## src/rtl/hazard_forward_unit_pkg.sv

```systemverilog
// Shared constants for the EX-stage forwarding control. The select encoding here is the
// same one the operand muxes decode, so both sides must import this package.
package hazard_forward_unit_pkg;

  localparam int DEF_REG_ADDR_W = 5;

  typedef enum logic [1:0] {
    FWD_NONE = 2'b00,
    FWD_WB   = 2'b01,
    FWD_MEM  = 2'b10
  } fwd_sel_e;

  localparam logic [DEF_REG_ADDR_W-1:0] REG_X0 = '0;

endpackage

```

## src/rtl/hazard_forward_unit_fwd_select.sv

```systemverilog
// Priority compare of one EX source operand against the MEM and WB producers.
// MEM is the younger producer, so it wins when both stages hold the same destination.
module hazard_forward_unit_fwd_select
  import hazard_forward_unit_pkg::*;
#(
  parameter int REG_ADDR_W = DEF_REG_ADDR_W
) (
  input  logic                  src_used,
  input  logic [REG_ADDR_W-1:0] src_idx,
  input  logic                  mem_valid,
  input  logic                  mem_regwrite,
  input  logic [REG_ADDR_W-1:0] mem_rd,
  input  logic                  wb_valid,
  input  logic                  wb_regwrite,
  input  logic [REG_ADDR_W-1:0] wb_rd,
  output logic [1:0]            sel
);

  logic mem_hit;
  logic wb_hit;

  // x0 is hardwired to zero, so a write to it is never a forwarding source.
  assign mem_hit = src_used && mem_valid && mem_regwrite &&
                   (mem_rd != REG_ADDR_W'(REG_X0)) && (mem_rd == src_idx);
  assign wb_hit  = src_used && wb_valid && wb_regwrite &&
                   (wb_rd != REG_ADDR_W'(REG_X0)) && (wb_rd == src_idx);

  always_comb begin
    // NOTE: default assignment first so every path drives sel and no latch is inferred.
    sel = FWD_NONE;
    if (mem_hit) begin
      sel = FWD_MEM;
    end else if (wb_hit) begin
      sel = FWD_WB;
    end
  end

endmodule

```

## src/rtl/hazard_forward_unit.sv

```systemverilog
// Forwarding-select and load-use stall control for the 5-stage RV32I pipeline.
// Tracks register-use metadata of the instructions in EX, MEM and WB in a shadow pipeline.
module hazard_forward_unit
  import hazard_forward_unit_pkg::*;
#(
  parameter int REG_ADDR_W  = DEF_REG_ADDR_W,
  parameter int STALL_CNT_W = 16
) (
  input  logic                   clk,
  input  logic                   rst_n,
  input  logic                   id_valid,
  input  logic [REG_ADDR_W-1:0]  id_rs1,
  input  logic [REG_ADDR_W-1:0]  id_rs2,
  input  logic                   id_use_rs1,
  input  logic                   id_use_rs2,
  input  logic [REG_ADDR_W-1:0]  id_rd,
  input  logic                   id_regwrite,
  input  logic                   id_memread,
  input  logic                   flush,
  output logic                   stall,
  output logic [1:0]             forward_a,
  output logic [1:0]             forward_b,
  output logic [STALL_CNT_W-1:0] stall_count
);

  typedef struct packed {
    logic                  valid;
    logic [REG_ADDR_W-1:0] rs1;
    logic [REG_ADDR_W-1:0] rs2;
    logic                  use1;
    logic                  use2;
    logic [REG_ADDR_W-1:0] rd;
    logic                  regwrite;
    logic                  memread;
  } ex_stage_t;

  typedef struct packed {
    logic                  valid;
    logic [REG_ADDR_W-1:0] rd;
    logic                  regwrite;
  } late_stage_t;

  ex_stage_t   ex_q;
  ex_stage_t   ex_d;
  late_stage_t mem_q;
  late_stage_t wb_q;

  logic ex_load_pending;
  logic rs1_hit;
  logic rs2_hit;

  // A load in EX cannot supply data until WB, so a dependent in ID must wait one cycle.
  assign ex_load_pending = ex_q.valid && ex_q.memread && ex_q.regwrite &&
                           (ex_q.rd != REG_ADDR_W'(REG_X0));
  assign rs1_hit = id_use_rs1 && (id_rs1 == ex_q.rd);
  assign rs2_hit = id_use_rs2 && (id_rs2 == ex_q.rd);
  assign stall   = id_valid && !flush && ex_load_pending && (rs1_hit || rs2_hit);

  always_comb begin
    ex_d = '0;
    if (id_valid && !flush && !stall) begin
      ex_d = '{valid:    1'b1,
               rs1:      id_rs1,
               rs2:      id_rs2,
               use1:     id_use_rs1,
               use2:     id_use_rs2,
               rd:       id_rd,
               regwrite: id_regwrite,
               memread:  id_memread};
    end
  end

  // The shadow stages advance every cycle; a stall only turns the EX entry into a bubble.
  always_ff @(posedge clk) begin
    if (!rst_n) begin
      // NOTE: non-blocking assignments so every stage samples the pre-edge value of its predecessor.
      ex_q        <= '0;
      mem_q       <= '0;
      wb_q        <= '0;
      stall_count <= '0;
    end else begin
      ex_q  <= ex_d;
      mem_q <= '{valid: ex_q.valid, rd: ex_q.rd, regwrite: ex_q.regwrite};
      wb_q  <= mem_q;
      if (stall && (stall_count != '1)) begin
        stall_count <= stall_count + STALL_CNT_W'(1);
      end
    end
  end

  // Selects depend only on registered state, so they never glitch with the ID inputs.
  hazard_forward_unit_fwd_select #(.REG_ADDR_W(REG_ADDR_W)) u_fwd_a (
    .src_used     (ex_q.valid && ex_q.use1),
    .src_idx      (ex_q.rs1),
    .mem_valid    (mem_q.valid),
    .mem_regwrite (mem_q.regwrite),
    .mem_rd       (mem_q.rd),
    .wb_valid     (wb_q.valid),
    .wb_regwrite  (wb_q.regwrite),
    .wb_rd        (wb_q.rd),
    .sel          (forward_a)
  );

  hazard_forward_unit_fwd_select #(.REG_ADDR_W(REG_ADDR_W)) u_fwd_b (
    .src_used     (ex_q.valid && ex_q.use2),
    .src_idx      (ex_q.rs2),
    .mem_valid    (mem_q.valid),
    .mem_regwrite (mem_q.regwrite),
    .mem_rd       (mem_q.rd),
    .wb_valid     (wb_q.valid),
    .wb_regwrite  (wb_q.regwrite),
    .wb_rd        (wb_q.rd),
    .sel          (forward_b)
  );

endmodule

```

## config.mk

```make
export PLATFORM = sky130hd
export DESIGN_NAME = hazard_forward_unit
export DESIGN_NICKNAME = d
export VERILOG_FILES = /design/src/rtl/hazard_forward_unit_pkg.sv /design/src/rtl/hazard_forward_unit_fwd_select.sv /design/src/rtl/hazard_forward_unit.sv
export SDC_FILE = /design/constraint.sdc
export NUM_CORES = 1
export LEC_CHECK = 0
export CAP_MARGIN = 20
export CORE_UTILIZATION = 55
export DETAILED_ROUTE_END_ITERATION = 10
export GPL_ROUTABILITY_DRIVEN = 0
export PLACE_DENSITY = 0.84
export SETUP_SLACK_MARGIN = 0.3
export SYNTH_ARGS = -nofsm -noshare
export SYNTH_HDL_FRONTEND = slang
export SYNTH_SLANG_ARGS = --single-unit
```

## constraint.sdc

```tcl
create_clock -name clk -period 2.9 [get_ports clk]
set_input_delay 0.435 -clock clk [delete_from_list [all_inputs] [get_ports clk]]
set_output_delay 0.435 -clock clk [all_outputs]
set_load 0.03 [all_outputs]
```

**Word level (Yosys, flattened, before mapping)**

Index checks and enable logic that the tools add are counted.
Widths: inputs -> output; s select.

- Register bits: 50
- Input port bits: 23
- Output and inout bits: 21
- Logic and storage cells: 63

- Add/subtract/negate cells: 1
- Eq/ne operators: 7
- Multiplexer cells: 5
- Reductions and logical operators: 35

Operators by type and width:

| kind | count |
|---|---|
| $eq 5x5->1 | 6 |
| $logic_and 1x1->1 | 28 |
| $mux 20 | 1 |
| $add 16x1->16 const B | 1 |
| $ne 16x16->1 const B | 1 |
| $reduce_bool 5->1 | 3 |
| $mux 2 | 2 |
| $logic_not 1->1 | 2 |
| $mux 1 | 2 |
| $reduce_and 2->1 | 1 |
| $logic_or 1x1->1 | 1 |

**Longest topological paths before layout**

- Word-level depth: 8
- Depth in mapped cells: 8
- Depth with buffers taken out: 6

**Modules after synthesis**

Synthesis repeated with hierarchy kept, for this count alone.

- Cell total of the unflattened synthesis: 241
- Area, all modules: 2285.9 µm²

Modules (own cells, without submodules):

| module | instances | cells each | area an instance (µm²) | sequential area each (µm²) |
|---|---|---|---|---|
| hazard_forward_unit | 1 | 199 | 1965.6 | 1001.0 |
| hazard_forward_unit_fwd_select | 2 | 21 | 160.2 | 0.0 |

**Worst setup path before layout**

No wires, ideal clock.

- Path kind: in2out
- Start: input port id_rs2[4]
- End: output port stall
- Arrival: 1.761 ns
- Data required time: 2.465 ns
- Slack: 0.704 ns
- Stages: 6
- Path buffers: 2
- Path through: xor2_1 nor4_2 a32oi_1 buf_2 buf_2 nor2_1

- Longest elaborated chain between the ends: 4

Ends and longest elaborated chain:

| element | RTL line | text |
|---|---|---|
| from (decl) | hazard_forward_unit.sv:13 | `input logic [REG_ADDR_W-1:0] id_rs2,` |
| $eq 5x5->1 | hazard_forward_unit.sv:56 | `assign rs2_hit = id_use_rs2 && (id_rs2 == ex_q.rd);` |
| $logic_and 1x1->1 | hazard_forward_unit.sv:56 |  |
| $logic_or 1x1->1 | hazard_forward_unit.sv:57 | `assign stall = id_valid && !flush && ex_load_pending && (rs1_hit \|\| rs2_hit);` |
| $logic_and 1x1->1 | hazard_forward_unit.sv:57 |  |
| to (decl) | hazard_forward_unit.sv:20 | `output logic stall,` |

Every way passes these cells.

**Worst setup path after layout**

- Start: input port id_rs2[1]
- End: output port stall

Same word-level chain as after synthesis.

==> run_results.csv <==
group,metric,value,unit
global_route,grt-busiest-layer,"met2",
logic_synthesis,synth-seq-cells,50,
logic_synthesis,synth_area,2220,µm²
layout,area_growth,24.8,%
global_route,grt_pass1_vias,1610,
cts,clock_path_buffers,2,
worst_setup_path,arrival,2070,ps
power_and_ir_drop,p_switching,277,µW
global_route,use_met1,0.310,
global_route,gr-total-overflow,0,
power_and_ir_drop,irDropWorstVdd,0.320,mV
sta,finalCritPeriodShare,0.862,
die,die-area,4290,µm²
logic_synthesis,async_flop_share,0,
cts,insertion_delay,310,ps
sta,slew_violations,0,
sta,maxSlewHeadroom,0.562,
sta,clock.fmax,400,MHz
cts,cts_root_buffer,"clkbuf_8",
worst_setup_path,cp-startpoint,"id_rs2[1]",
sta,worstMarginPinSlew,657,ps
cts,cts.sinks,50,
route,wirelength,4320,µm
layout,final_layout_size_suffix_gt1_frac,0.0662,
sta,final.min_clock_period,2500,ps
global_route,track_usage,0.227,
power_and_ir_drop,p_comb_frac,0.068,
sta,fin_skew,5.68,ps
power_and_ir_drop,seq_power_share,0.590,
place,dp_hpwl,3160,µm
cts,ctsHoldBuffers,0,
power_and_ir_drop,pwr-share-clk,0.342,
logic_synthesis,netlist_instances,230,
logic_synthesis,ys_types,36,
power_and_ir_drop,powerDensity,433,nW/µm²
worst_hold_path,hp-start,"mem_q[0]",
worst_setup_path,cp_max_fo,28,
logic_synthesis,synth_edf_count,0,
die,die_w,65.5,µm
sta,rsz0062_at_grt,"false",
logic_synthesis,synthFlopType,"dfxtp_1",
route,route.detailed.drc,0,
layout,fin_nets,295,
route,drt-vias-per-instance,5.54,
cts,tritoncts,"yes",
power_and_ir_drop,p_leak,0.00105,µW
logic_synthesis,syn-num-nets,254,
sta,hold_viol_final,0,
worst_setup_path,r2r_start,"stall_count[0]",
die,die_h,65.5,µm
sta,finalSetupTns,0,ps
worst_setup_path,worstPathRequired,2470,ps
worst_hold_path,min_path_type,"flop to flop",
route,dr.pass1.iters,4,
logic_synthesis,yosys_warnings,0,
die,num_rows,22,
worst_setup_path,worstSetupEndpointType,"output pin",
run_status,status,"finished, final reports clean",
worst_setup_path,critical_path_class,"input port to output pin",
cts,path_clk_slew,90,ps
worst_setup_path,startpoint_type,"input port",
power_and_ir_drop,swShare,0.231,
power_and_ir_drop,power,1200,µW
power_and_ir_drop,p_int,920,µW
die,initial_core_util,0.588,
route,ant_nets,0,
place,port_buffers,43,
global_route,grt_use_met3,0.0608,
global_route,grt_use_met2,0.325,
route,vias,1772,
global_route,grt_pass1_wl,7310,µm
route,wl_per_cell,13.5,µm
logic_synthesis,ys_seq_area_frac,0.451,
global_route,grt_max_degree,29,
die,num_io_pins,44,
layout,antenna_cells,0,
cts,htreeDepth,2,
logic_synthesis,syn_area_per_cell,9.64,µm²
cts,cts_buffers,5,
die,core_area,3770,µm²
run,cap_viol_max_count,0,
global_route,antenna_found_initial,0,
route,drtIter0Drc,141,
sta,setup_viol,0,
==> registers in the layout, summed over array words and instances, names as in the netlist <==
signal and count:
ex_q 20, mem_q 7, stall_count 16, wb_q 7
==> cell usage after synthesis (all sizes together) (2+ instances only) <==
cell | number | area share
xnor2 | 18 | 0.071
nand3 | 7 | 0.016
o211a | 2 | 0.0090
nand2b | 2 | 0.0056
or4 | 16 | 0.054
nor4 | 5 | 0.017
nand4 | 8 | 0.023
o211ai | 4 | 0.016
inv | 3 | 0.0051
nor2 | 4 | 0.0068
and4 | 2 | 0.0079
buf | 7 | 0.019
or3 | 2 | 0.0079
xor2 | 12 | 0.047
clkbuf | 5 | 0.0085
a21oi | 12 | 0.027
or2 | 2 | 0.0056
dfxtp | 50 | 0.45
o31ai | 12 | 0.041
nor3 | 2 | 0.0045
and2 | 34 | 0.096
nand2 | 8 | 0.014
and3 | 4 | 0.011
==> worst paths after layout <==
path	to	slack [ps]	depth (start not counted)
min	wb_q[0]	470	1
max reg2reg	stall_count[6]	610	6
min reg2reg	wb_q[0]	470	1
max	stall	400	7
==> placed cells by master, fill, tap and decap left out, types with 2 or more instances in the layout <==
cell,count
dfxtp_1,50
clkdlybuf4s50_1,38
and2_1,34
xnor2_1,18
or4_1,16
xor2_1,12
o31ai_1,12
a21oi_1,12
nand4_1,8
nand2_1,8
nand3_1,7
clkbuf_8,5
nor4_1,4
nor2_1,4
and3_1,4
o211ai_1,3
inv_1,3
buf_4,3
o211a_1,2
and4_1,2
nor3_1,2
or2_2,2
nand2b_1,2
dlygate4sd2_1,2
dlymetal6s2s_1,2
==> critical path: stages <==
cell and delay [ps]:
clkdlybuf4s50_1 460, xor2_1 180, nor4_2 290, a32oi_1 180, buf_6 200, nor2_1 140
buf_4 180
==> layer usage <==
layer  up-vias  wire [µm]
met3         8        234
li1        913          -
met2        61       1920
met5         -          0
met1       790       2090
met4         0         82
==> kinds of logic after synthesis <==
| logic type | share of synthesized area |
|---|---|
| AND/OR/NAND/NOR | 0.280 |
| flip-flops | 0.451 |
| AO/OA/AOI/OAI | 0.107 |
| XOR/XNOR | 0.119 |
| buffers and inverters | 0.0327 |
| multiplexers | 0.00451 |
| adder cells (fa/ha/maj) | 0.00564 |
==> per-stage QoR <==
step	setup slack, ps	std cells	utilization	instance area, µm²	hold WS [ps]
after global placement	418	312	0.707	2670	445
after detailed placement	365	312	0.707	2670	448
after floorplan	704	230	-	2220	422
after global routing	306	320	0.734	2770	480
final	399	320	0.734	2770	469
after CTS	319	320	0.731	2760	471
==> area by class of cell <==
class | count | area [µm²]
fillers | 283 | 1000
repair buffers | 46 | 457
clock buffers | 5 | 68.8
well taps | 48 | 60.1
inverters | 3 | 11.3
flip-flops and latches | 50 | 1000
clock inverters | 3 | 25.0
multi-input cells | 165 | 1140
==> power groups by stage <==
stage	clock (µW)	combinational, µW	sequential [µW]
after floorplan	0	40.3	720
after global placement	0	79.8	722
after detailed placement	0	80.8	722
after CTS	420	81.4	706
after global routing	460	88.7	708
final	410	81.2	706
==> what timing repair did <==
item,4_1_cts,5_1_grt
setup buffers,0,0
endpoints found under the hold margin,0,0
setup endpoints to repair,2,3
resized for setup,2,3
No activity file was read; power rests on OpenSTA's default activity.
